$ cat src/rtl/vga_scan_out_pkg.sv
// Shared VGA types, default 640x480@60 timing and the test-pattern bar helper.
// Pure declarations: no latency, no backpressure.
package vga_pkg;
    localparam int COORD_W      = 10;
    localparam int DEF_H_ACTIVE = 640;
    localparam int DEF_H_FP     = 16;
    localparam int DEF_H_SYNC   = 96;
    localparam int DEF_H_BP     = 48;
    localparam int DEF_V_ACTIVE = 480;
    localparam int DEF_V_FP     = 10;
    localparam int DEF_V_SYNC   = 2;
    localparam int DEF_V_BP     = 33;
    localparam int DEF_PIPE_LAT = 2;

    typedef struct packed {
        logic [7:0] r;
        logic [7:0] g;
        logic [7:0] b;
    } rgb_t;

    // Raw, active-high versions of the pin flags; all-zero is the idle/blank state.
    typedef struct packed {
        logic hs;
        logic vs;
        logic active;
    } flags_t;

    // bar_bits = x[8:6]: one full-scale primary per bit.
    function automatic rgb_t bar_colour(input logic [2:0] bar_bits);
        rgb_t c;
        c.r = {8{bar_bits[0]}};
        c.g = {8{bar_bits[1]}};
        c.b = {8{bar_bits[2]}};
        return c;
    endfunction
endpackage

$ cat src/rtl/vga_scan_out_if.sv
// Coordinate/colour exchange with the layer mux plus the DAC pin bundle.
// No latency of its own; the video path has no backpressure.
interface vga_scan_out_if;
    import vga_pkg::*;

    rgb_t                rgb_in;
    logic [COORD_W-1:0]  pix_x;
    logic [COORD_W-1:0]  pix_y;
    logic                pix_active;
    logic                frame_start;
    logic                vga_hs_n;
    logic                vga_vs_n;
    logic                vga_blank_n;
    logic                vga_sync_n;
    logic [7:0]          vga_r;
    logic [7:0]          vga_g;
    logic [7:0]          vga_b;
`ifdef VGA_TEST_PATTERN_EN
    logic                test_en;
`endif

    modport master (
        input  rgb_in,
`ifdef VGA_TEST_PATTERN_EN
        input  test_en,
`endif
        output pix_x, pix_y, pix_active, frame_start,
        output vga_hs_n, vga_vs_n, vga_blank_n, vga_sync_n,
        output vga_r, vga_g, vga_b
    );

    modport slave (
        output rgb_in,
`ifdef VGA_TEST_PATTERN_EN
        output test_en,
`endif
        input  pix_x, pix_y, pix_active, frame_start,
        input  vga_hs_n, vga_vs_n, vga_blank_n, vga_sync_n,
        input  vga_r, vga_g, vga_b
    );
endinterface

$ cat src/rtl/vga_delay_line.sv
// Shift register of DEPTH stages (DEPTH=0 is a wire), async reset to RST_VAL.
// Latency DEPTH cycles; always shifts, no backpressure.
module vga_delay_line #(
    parameter int               WIDTH   = 1,
    parameter int               DEPTH   = 1,
    parameter logic [WIDTH-1:0] RST_VAL = '0
) (
    input  logic             clk,
    input  logic             rst,
    input  logic [WIDTH-1:0] i_d,
    output logic [WIDTH-1:0] o_q
);
    generate
        if (DEPTH == 0) begin : g_wire
            assign o_q = i_d;
        end else begin : g_sr
            logic [WIDTH-1:0] r_sr [DEPTH];

            always_ff @(posedge clk or posedge rst) begin
                if (rst) begin
                    for (int i = 0; i < DEPTH; i++) r_sr[i] <= RST_VAL;
                end else begin
                    r_sr[0] <= i_d;
                    for (int i = 1; i < DEPTH; i++) r_sr[i] <= r_sr[i-1];
                end
            end

            assign o_q = r_sr[DEPTH-1];
        end
    endgenerate
endmodule

$ cat src/rtl/vga_scan_out.sv
// VGA raster counters, sync/blank generation and registered colour out; VGA_TEST_PATTERN_EN adds colour bars.
// Pins lag the issued coordinate by PIPE_LAT+1 cycles; free-running, no backpressure.
module vga_scan_out
    import vga_pkg::*;
#(
    parameter int H_ACTIVE = DEF_H_ACTIVE,
    parameter int H_FP     = DEF_H_FP,
    parameter int H_SYNC   = DEF_H_SYNC,
    parameter int H_BP     = DEF_H_BP,
    parameter int V_ACTIVE = DEF_V_ACTIVE,
    parameter int V_FP     = DEF_V_FP,
    parameter int V_SYNC   = DEF_V_SYNC,
    parameter int V_BP     = DEF_V_BP,
    parameter int PIPE_LAT = DEF_PIPE_LAT
) (
    input  logic          clk,
    input  logic          rst,
    vga_scan_out_if.master vga
);
    localparam int H_TOT    = H_ACTIVE + H_FP + H_SYNC + H_BP;
    localparam int V_TOT    = V_ACTIVE + V_FP + V_SYNC + V_BP;
    localparam int HS_START = H_ACTIVE + H_FP;
    localparam int HS_END   = HS_START + H_SYNC;
    localparam int VS_START = V_ACTIVE + V_FP;
    localparam int VS_END   = VS_START + V_SYNC;

    logic [COORD_W-1:0] r_h_cnt;
    logic [COORD_W-1:0] r_v_cnt;
    flags_t             w_flags;
    flags_t             w_flags_lat;
    flags_t             w_flags_pin;
    rgb_t               w_rgb_next;
    rgb_t               r_rgb;

    always_ff @(posedge clk or posedge rst) begin
        if (rst) begin
            r_h_cnt <= '0;
            r_v_cnt <= '0;
        end else if (r_h_cnt == COORD_W'(H_TOT - 1)) begin
            r_h_cnt <= '0;
            r_v_cnt <= (r_v_cnt == COORD_W'(V_TOT - 1)) ? '0 : r_v_cnt + COORD_W'(1);
        end else begin
            r_h_cnt <= r_h_cnt + COORD_W'(1);
        end
    end

    always_comb begin
        w_flags.hs     = (r_h_cnt >= COORD_W'(HS_START)) && (r_h_cnt < COORD_W'(HS_END));
        w_flags.vs     = (r_v_cnt >= COORD_W'(VS_START)) && (r_v_cnt < COORD_W'(VS_END));
        w_flags.active = (r_h_cnt < COORD_W'(H_ACTIVE)) && (r_v_cnt < COORD_W'(V_ACTIVE));
    end

    // The PIPE_LAT tap lines up with rgb_in; one more stage lines up with the colour register.
    vga_delay_line #(.WIDTH($bits(flags_t)), .DEPTH(PIPE_LAT), .RST_VAL('0)) u_flags_lat (
        .clk (clk),
        .rst (rst),
        .i_d (w_flags),
        .o_q (w_flags_lat)
    );

    vga_delay_line #(.WIDTH($bits(flags_t)), .DEPTH(1), .RST_VAL('0)) u_flags_pin (
        .clk (clk),
        .rst (rst),
        .i_d (w_flags_lat),
        .o_q (w_flags_pin)
    );

`ifdef VGA_TEST_PATTERN_EN
    logic [2:0] w_bar_lat;

    vga_delay_line #(.WIDTH(3), .DEPTH(PIPE_LAT), .RST_VAL('0)) u_bar_lat (
        .clk (clk),
        .rst (rst),
        .i_d (r_h_cnt[8:6]),
        .o_q (w_bar_lat)
    );
`endif

    always_comb begin
        w_rgb_next = vga.rgb_in;
`ifdef VGA_TEST_PATTERN_EN
        if (vga.test_en) w_rgb_next = bar_colour(w_bar_lat);
`endif
        if (!w_flags_lat.active) w_rgb_next = '0;
    end

    always_ff @(posedge clk or posedge rst) begin
        if (rst) r_rgb <= '0;
        else     r_rgb <= w_rgb_next;
    end

    assign vga.pix_x       = r_h_cnt;
    assign vga.pix_y       = r_v_cnt;
    assign vga.pix_active  = w_flags.active;
    assign vga.frame_start = (r_h_cnt == '0) && (r_v_cnt == '0);
    assign vga.vga_hs_n    = ~w_flags_pin.hs;
    assign vga.vga_vs_n    = ~w_flags_pin.vs;
    assign vga.vga_blank_n = w_flags_pin.active;
    assign vga.vga_sync_n  = 1'b0;
    assign vga.vga_r       = r_rgb.r;
    assign vga.vga_g       = r_rgb.g;
    assign vga.vga_b       = r_rgb.b;
endmodule
$ cat src/flat_wrapper.sv
// flat-port wrapper written by rule: the top's interface ports become plain ports
module vga_scan_out_flat import vga_pkg::*;
#(
    parameter int H_ACTIVE = DEF_H_ACTIVE,
    parameter int H_FP     = DEF_H_FP,
    parameter int H_SYNC   = DEF_H_SYNC,
    parameter int H_BP     = DEF_H_BP,
    parameter int V_ACTIVE = DEF_V_ACTIVE,
    parameter int V_FP     = DEF_V_FP,
    parameter int V_SYNC   = DEF_V_SYNC,
    parameter int V_BP     = DEF_V_BP,
    parameter int PIPE_LAT = DEF_PIPE_LAT
)
  (clk, rst, vga_rgb_in, vga_pix_x, vga_pix_y, vga_pix_active, vga_frame_start, vga_vga_hs_n, vga_vga_vs_n, vga_vga_blank_n, vga_vga_sync_n, vga_vga_r, vga_vga_g, vga_vga_b);
  vga_scan_out_if vga_i ();
  input  logic clk;
  input  logic rst;
  input wire logic [$bits(vga_i.rgb_in)-1:0] vga_rgb_in;
  output wire logic [$bits(vga_i.pix_x)-1:0] vga_pix_x;
  output wire logic [$bits(vga_i.pix_y)-1:0] vga_pix_y;
  output wire logic [$bits(vga_i.pix_active)-1:0] vga_pix_active;
  output wire logic [$bits(vga_i.frame_start)-1:0] vga_frame_start;
  output wire logic [$bits(vga_i.vga_hs_n)-1:0] vga_vga_hs_n;
  output wire logic [$bits(vga_i.vga_vs_n)-1:0] vga_vga_vs_n;
  output wire logic [$bits(vga_i.vga_blank_n)-1:0] vga_vga_blank_n;
  output wire logic [$bits(vga_i.vga_sync_n)-1:0] vga_vga_sync_n;
  output wire logic [$bits(vga_i.vga_r)-1:0] vga_vga_r;
  output wire logic [$bits(vga_i.vga_g)-1:0] vga_vga_g;
  output wire logic [$bits(vga_i.vga_b)-1:0] vga_vga_b;
  assign vga_i.rgb_in = vga_rgb_in;
  assign vga_pix_x = vga_i.pix_x;
  assign vga_pix_y = vga_i.pix_y;
  assign vga_pix_active = vga_i.pix_active;
  assign vga_frame_start = vga_i.frame_start;
  assign vga_vga_hs_n = vga_i.vga_hs_n;
  assign vga_vga_vs_n = vga_i.vga_vs_n;
  assign vga_vga_blank_n = vga_i.vga_blank_n;
  assign vga_vga_sync_n = vga_i.vga_sync_n;
  assign vga_vga_r = vga_i.vga_r;
  assign vga_vga_g = vga_i.vga_g;
  assign vga_vga_b = vga_i.vga_b;
  vga_scan_out #(.H_ACTIVE(H_ACTIVE), .H_FP(H_FP), .H_SYNC(H_SYNC), .H_BP(H_BP), .V_ACTIVE(V_ACTIVE), .V_FP(V_FP), .V_SYNC(V_SYNC), .V_BP(V_BP), .PIPE_LAT(PIPE_LAT)) u_core (.clk(clk), .rst(rst), .vga(vga_i));
endmodule
$ cat config.mk
export PLATFORM = sky130hd
export DESIGN_NAME = vga_scan_out_flat
export DESIGN_NICKNAME = d
export VERILOG_FILES = /design/src/rtl/vga_scan_out_pkg.sv /design/src/rtl/vga_scan_out_if.sv /design/src/rtl/vga_delay_line.sv /design/src/rtl/vga_scan_out.sv /design/src/flat_wrapper.sv
export SDC_FILE = /design/constraint.sdc
export NUM_CORES = 1
export LEC_CHECK = 0
export BUFFER_PORTS_ARGS = -buffer_cell sky130_fd_sc_hd__buf_4
export CELL_PAD_IN_SITES_DETAIL_PLACEMENT = 1
export CELL_PAD_IN_SITES_GLOBAL_PLACEMENT = 2
export CORE_ASPECT_RATIO = 1.5
export CORE_MARGIN = 3
export CORE_UTILIZATION = 27
export DETAILED_ROUTE_END_ITERATION = 16
export GPL_TIMING_DRIVEN = 0
export PLACE_DENSITY_LB_ADDON = 0.1
export SLEW_MARGIN = 20
export SYNTH_ARGS = -nofsm -noshare
export SYNTH_HDL_FRONTEND = slang
export SYNTH_SLANG_ARGS = --single-unit
$ cat constraint.sdc
create_clock -name clk -period 2 [get_ports clk]
set_input_delay 0.6 -clock clk [delete_from_list [all_inputs] [get_ports clk]]
set_output_delay 0.6 -clock clk [all_outputs]
set_load 0.02 [all_outputs]
==> metrics.md, run 1 <==
| Metric | Value |
|---|---|
| Status | finished, violations left |
| Failing checks | setup timing |
| End-of-flow core utilization | 0.404 |
| Fmax | 0.402 GHz |
| Ports | between 70 and 80 |
| Synth warnings | 0 |
| Syn-to-layout area delta | 44.5% |
| Actual slew at the worst max-slew pin | approximately 0.66 ns |
| Total GRT Usage | 0.122 |
| Synth Area in Compound Gates | 0.0331 |
| Worst-path clk slew | roughly 0.07 ns |
| Die width | between 70 and 80 um |
| GRT overflow | 0 |
| Worst setup margin | -0.489 ns |
| Sequential share of the synthesized area | 0.615 |
| Worst Hold Launch | u_core.u_flags_lat.g_sr.r_sr[3] |
| Root Buffer | clkbuf_16 |
| Fin crit period | around 2.5 ns |
| CTS tree | done |
| Synth Area in XOR/XNOR | 0.0406 |
| First-pass iteration count of the detailed router | 3 |
| Critical path arrival | about 1.9 ns |
| Top fanout value on the critical path | 2 |
| Fin nets | 299 |
| Fin. max-slew vios | 0 |
| Path type of the worst setup path | reg -> out |
| Die area | approximately 9100 um^2 |
| Maximum vdd drop | around 0.27 mV |
| Syn Inst Count | around 180 |
| Met1 Routed Length | around 2200 um |
| Final wirelength | 5330 um |
| Async S/R FF share, synth | 1.00 |
| Bufs on Longest Clock Path | 2 |
| Die Y | between 100 and 150 um |
| Simple logic cell fraction of the synthesized area | 0.228 |
| Fraction of synthesized area in multiplexers | 0.00929 |
| Flop and latch count out of synthesis | 53 |
| Place WS | -0.372 ns |
| WHS | 0.348 ns |
| Setup crit end kind | primary output |
| Tcrit/Tclk final | 1.24 |
| Top Layer Used | met4 |
| Avg WL per Cell | around 14 um |
| Area of the core | between 7000 and 8000 um^2 |
| Clock skew | around 0.0055 ns |
| Post-DRT Antenna Nets | 0 |
| CTS Sinks | 53 |
| Initial core utilization | 0.280 |
| RSZ-0062 raised after global routing | yes |
| Rows | 39 |
| H-tree Lvls | 2 |
| Maxcap violations | 0 |
| Mean Syn Cell Area | between 10 and 15 um^2 |
| EDFF count, synth | 0 |
| Ys flop type | dfrtp_1 |
| Via count | 1,602 |
| CTS buffer count | 5 |
| Final setup violation count | 1 |
| PD cells | between 700 and 800 nW/um^2 |
| RR Endpoint | u_core.vga.pix_y[2] |
| R2R depth | 7 |
| Hold crit path type | reg -> reg |
| Crit start category | register |
| Vias in the first global route | 1,612 |
| Met2 wire len | 2700 um |
| Commonest non-fill, non-tap cell in the layout | buf_4 |
| Reg-to-reg startpoint | u_core.vga.pix_y[0] |
| I/O Buffers | 74 |
| Adder-cell area share of the yosys netlist | 0.0232 |
| Cell area after synthesis | around 2200 um^2 |
| DPL Wire Length | 3870 um |
| Syn_nets | between 200 and 250 |
| Share of layout cells above drive strength 1 | 0.400 |
| Fillers | around 900 |
| Largest family of logic cells by synthesized area | simple AND/OR/NAND/NOR gates |
| 1st-iter DRT viols | 76 |
| Commonest cells after routing, fill and taps aside | buf_4, dfrtp_1, and2_1 |
| Via density | 4.31 |
| Met3 WL | about 330 um |
| Area of the multi-input gates | 758 um^2 |
| Hold Path Cell Cnt | 0 |
| Seq. cell area | about 1300 um^2 |
| Hold path endpoint | u_core.u_flags_lat.o_q[0] |
| Relative slew slack | 0.559 |
| WP data required | about 1.4 ns |
| Remaining routing DRC violations | 0 |
| Largest net degree at the start of global routing | 54 |
| Global-route wire length before repair | roughly 8600 um |
| Final Hold Viols | 0 |
| Leakage Power | roughly 0.0015 uW |
| Yosys cell types | 38 |
| Antenna violations before repair | 0 |
| Worst reg-to-reg setup slack | roughly 0.010 ns |
| Placer Congestion | ~0.66 |
| Worst-Skew Late Latency | 0.29 ns |
| Diode count | 0 |
[metrics by stage]
| stage | power, uW | cell area, um^2 | std cells | setup TNS (ns) |
|---|---|---|---|---|
| detailed placement | 1280 | 2850 | 358 | -0.391 |
| CTS | 2290 | 3110 | 372 | -0.524 |
| global placement | 1280 | 2850 | 358 | -39.16 |
| global route | 2360 | 3120 | 372 | -0.671 |
| floorplan | 1190 | 2170 | 182 | -0.0975 |
| finish | 2240 | 3120 | 372 | -0.489 |
[critical path: stages (launching register included)]
cell	delay, ns
dfrtp_2	0.41
inv_2	0.06
ha_1	0.13
or4b_4	0.47
nor3_4	0.19
and4_4	0.23
buf_6	0.11
[flip-flops by register name, summed over array words and instances (netlist names)]
| signal | cells |
|---|---|
| u_core.u_flags_lat.g_sr.r_sr | 3 |
| u_core.vga.pix_x | 10 |
| u_core.vga.vga_g | 8 |
| u_core.vga.vga_b | 8 |
| u_core.vga.pix_y | 10 |
| u_core.u_flags_lat.o_q | 3 |
| u_core.vga.vga_r | 8 |
| u_core.u_flags_pin.o_q | 3 |
[Yosys cell counts (all sizes together), types with 2 or more instances]
| cell type | instances | share of area |
|---|---|---|
| mux2i | 2 | 0.0093 |
| xor2 | 6 | 0.024 |
| nand3 | 13 | 0.030 |
| clkbuf | 4 | 0.0070 |
| a31oi | 2 | 0.0058 |
| nor4 | 3 | 0.0087 |
| dfrtp | 53 | 0.62 |
| nor2 | 5 | 0.0087 |
| and4 | 2 | 0.0081 |
| a21oi | 2 | 0.0064 |
| ha | 4 | 0.023 |
| o21ai | 4 | 0.0093 |
| nand4 | 4 | 0.012 |
| inv | 10 | 0.017 |
| nor3 | 3 | 0.0070 |
| and3 | 6 | 0.017 |
| xnor2 | 4 | 0.016 |
| nand2 | 9 | 0.016 |
| buf | 6 | 0.025 |
| nand2b | 2 | 0.0058 |
| and2 | 25 | 0.073 |
[logic make-up after synthesis]
kind of cell               Yosys count
and+or+nand+nor                     81
DFF                                 53
buffers and inverters               20
AOI/OAI and AO/OA                   11
xor gates and xnor gates            10
adders and majority gates            4
muxes                                2
other                                1
[what timing repair did]
action                                  in CTS  in global routing
gates resized for setup                      9                  2
endpoints found under the setup margin       4                 10
pin swaps                                    1                  0
hold buffers                                 0                  0
setup buffers                                6                  0
[cell type report]
type | count | area share
plain buffers | 10 | 0.0241
flip-flops and latches | 53 | 0.427
clock inverters | 1 | 0.00964
repair buffers | 80 | 0.196
inverters | 10 | 0.0129
multi-input cells | 109 | 0.243
well taps | 102 | 0.0410
clock buffers | 7 | 0.0458
[how the worst max path moves through the flow]
stage,slack [ns],end,depth (start not counted),from
floorplan,-0.09,vga_frame_start,5,u_core.vga.pix_y[0]
global placement,-0.90,u_core.vga.pix_y[1],2,rst
detailed placement,-0.37,vga_frame_start,6,u_core.vga.pix_y[1]
CTS,-0.52,vga_frame_start,6,u_core.vga.pix_y[0]
global route,-0.58,vga_frame_start,6,u_core.vga.pix_y[0]
finish,-0.49,vga_frame_start,6,u_core.vga.pix_y[0]
[where the power goes]
| group | total, uW | switching, uW | internal (uW) |
|---|---|---|---|
| clock network | 989 | 363 | 625 |
| registers | 1100 | 6.27 | 1100 |
| logic | 150 | 75.1 | 74.8 |
[layer usage]
metal	vias to the layer above	track usage
li1	780	-
met1	765	0.149
met2	52	0.204
met3	5	0.0342
met4	0	0.0447
met5	-	0
Note: power is estimated with default switching activity, not from simulation.
==> inputs of run 2 (changes only) <==
--- a/config.mk
+++ b/config.mk
@@ -13,7 +13,8 @@
 export CORE_UTILIZATION = 27
 export DETAILED_ROUTE_END_ITERATION = 16
 export GPL_TIMING_DRIVEN = 0
-export PLACE_DENSITY_LB_ADDON = 0.1
+export PLACE_DENSITY = 0.71
+export REMOVE_ABC_BUFFERS = 1
 export SLEW_MARGIN = 20
 export SYNTH_ARGS = -nofsm -noshare
 export SYNTH_HDL_FRONTEND = slang
==> metrics.md, run 2 (synthesis results as in run 1) <==
| Metric | Value |
|---|---|
| Via count | 1,604 (+0.12%) |
| Post-route cell area | 3090 um^2 (-0.92%) |
| Via density | 4.39 (+2.0%) |
| Fin. max-slew vios | 0 (unchanged) |
| Setup TNS | -0.578 ns (-0.0894 ns) |
| Worst setup margin | -0.545 ns (-0.0559 ns) |
| GRT overflow | 0 (unchanged) |
| First-pass iteration count of the detailed router | 3 (unchanged) |
| Die width | 79.0 um (unchanged) |
| Largest net degree at the start of global routing | 54 (unchanged) |
| Fin crit period | 2.54 ns (+0.0559 ns) |
| PD cells | 727 nW/um^2 (+1.0%) |
| Root Buffer | clkbuf_16 |
| Total power | 2240 uW (about the same) |
| Fillers | 890 (-1.0%) |
| CTS Sinks | 53 (unchanged) |
| Tcrit/Tclk final | 1.27 (+0.0279) |
| Vias in the first global route | 1,720 (+6.7%) |
| RR Endpoint | u_core.vga.pix_y[2] |
| Clock skew | 0.00586 ns (+0.000392 ns) |
| Total GRT Usage | 0.121 (-0.00104) |
| Worst-path clk slew | 0.07 ns (about the same) |
| Hold_buf cts | 0 (unchanged) |
| Bufs on Longest Clock Path | 2 (unchanged) |
| Hold crit path type | reg -> reg |
| Placer Congestion | 0.701 (+6.5%) |
| Global-route wire length before repair | 8590 um (+0.16%) |
| Relative slew slack | 0.558 (-0.00116) |
| 1st-iter DRT viols | 53 (-30%) |
| Maxcap violations | 0 (unchanged) |
| CTS buffer count | 5 (unchanged) |
| R2R depth | 6 (-1) |
| Final Hold Viols | 0 (unchanged) |
| Fin nets | 292 (-2.3%) |
| Actual slew at the worst max-slew pin | 0.663 ns (+0.00174 ns) |
| Avg WL per Cell | 14.3 um (about the same) |
| Final wirelength | 5230 um (-1.9%) |
| Failing checks | setup timing |
| Commonest non-fill, non-tap cell in the layout | buf_4 |
| Initial core utilization | 0.280 (unchanged) |
| Hold Path Cell Cnt | 0 (unchanged) |
| Status | finished, violations left |
| Worst reg-to-reg setup slack | -0.03 ns (-0.04 ns) |
| Diode count | 0 (unchanged) |
| Post-DRT Antenna Nets | 0 (unchanged) |
| Die Y | 115 um (unchanged) |
| Worst Hold Launch | u_core.u_flags_lat.o_q[2] |
| Critical path's slowest cell | or4b_4 |
| Setup crit end kind | primary output |
| DPL Wire Length | 3640 um (-6.0%) |
| Path type of the worst setup path | reg -> out |
| CTS tree | done |
| Commonest cells after routing, fill and taps aside | buf_4, dfrtp_1, and2_1 |
| Remaining routing DRC violations | 0 (unchanged) |
| Die area | 9110 um^2 (unchanged) |
| Hold path endpoint | u_core.u_flags_pin.o_q[2] |
| Dpl cells | 348 (-2.8%) |
| H-tree Lvls | 2 (unchanged) |
| Final setup violation count | 2 (+1) |
| Ports | 76 (unchanged) |
| Worst-Skew Late Latency | 0.29 ns (about the same) |
| WP data required | 1.40 ns (about the same) |
| Syn-to-layout area delta | 43.2% |
| Rows | 39 (unchanged) |
| Reg-to-reg startpoint | u_core.vga.pix_y[1] |
| Fmax | 0.393 GHz (-2.2%) |
| Maximum vdd drop | 0.309 mV (+13%) |
| RSZ-0062 raised after global routing | yes |
| Post-Layout Cell Count | 365 (-1.9%) |
| Top fanout value on the critical path | 2 (unchanged) |
| Place WS | -0.381 ns (-0.00925 ns) |
| Share of layout cells above drive strength 1 | 0.418 (+0.0183) |
| CP Cell Sequence | inv_2, ha_4, or4b_4, nor3_4, and4_1, buf_6 |
| Leakage Power | 0.00148 uW (-1.7%) |
| Antenna violations before repair | 0 (unchanged) |
| Critical path launch point | u_core.vga.pix_y[1] |
| CP peak stage delay | 0.48 ns (about the same) |
| Crit start category | register |
| Area of the core | 7710 um^2 (unchanged) |
| DP Area | 2770 um^2 (-2.8%) |
| Critical path arrival | 1.94 ns (+0.05 ns) |
| I/O Buffers | 74 (unchanged) |
## run 2: changes by cell type in the layout (fill, tap and decap cells not counted), sizes merged
cell / delta
buf: -3
clkbuf: -4
## run 2: metrics by stage
| stage | utilization | hold WS [ns] |
|---|---|---|
| global placement | 0.359 | 0.333 |
| finish | 0.400 | 0.350 |
| floorplan | - | 0.331 |
| CTS | 0.395 | 0.351 |
| detailed placement | 0.360 | 0.336 |
| global route | 0.400 | 0.356 |
## run 2: cell type report
type | instances | area (um^2) | share of cell area
clock buffers | 7 | 143 | 0.0462
clock inverters | 1 | 30.0 | 0.00973
inverters | 10 | 40.0 | 0.0130
flip-flops and latches | 53 | 1330 | 0.432
repair buffers | 83 | 634 | 0.206
multi-input cells | 109 | 779 | 0.253
well taps | 102 | 128 | 0.0413
## run 2: power by group
| part | internal [uW] | total [uW] | switching [uW] |
|---|---|---|---|
| combinational | 73.5 | 148 | 74.5 |
| clock | 625 | 992 | 366 |
| sequential | 1100 | 1100 | 6.75 |
## run 2: worst max path at each step
| stage | to | slack [ns] | depth (start not counted) |
|---|---|---|---|
| floorplan | vga_frame_start | -0.18 | 5 |
| finish | vga_frame_start | -0.54 | 6 |
| CTS | vga_frame_start | -0.55 | 6 |
| detailed placement | vga_frame_start | -0.38 | 6 |
| global placement | u_core.vga.pix_y[4] | -0.69 | 2 |
| global route | vga_frame_start | -0.61 | 6 |
## run 2: timing repair
item                                    in CTS  in global routing
pin swaps                                    2                  2
setup buffers                                6                  3
gates resized for setup                     16                  9
endpoints found under the setup margin      10                 10
## run 2: critical path, delay by kind of cell (launching register included)
family | cells | cell delay [ns]
simple gates | 3 | 0.92
fa+ha+maj | 1 | 0.12
buf+inv | 2 | 0.21
flops | 1 | 0.42
## run 2: metal layers
| layer | global-route usage | part of all wire | wire (um) |
|---|---|---|---|
| met5 | 0 | 0 | 0 |
| met4 | 0.0482 | 0.016 | 86 |
| met1 | 0.139 | 0.40 | 2070 |
| met2 | 0.211 | 0.52 | 2720 |
| met3 | 0.0334 | 0.067 | 348 |
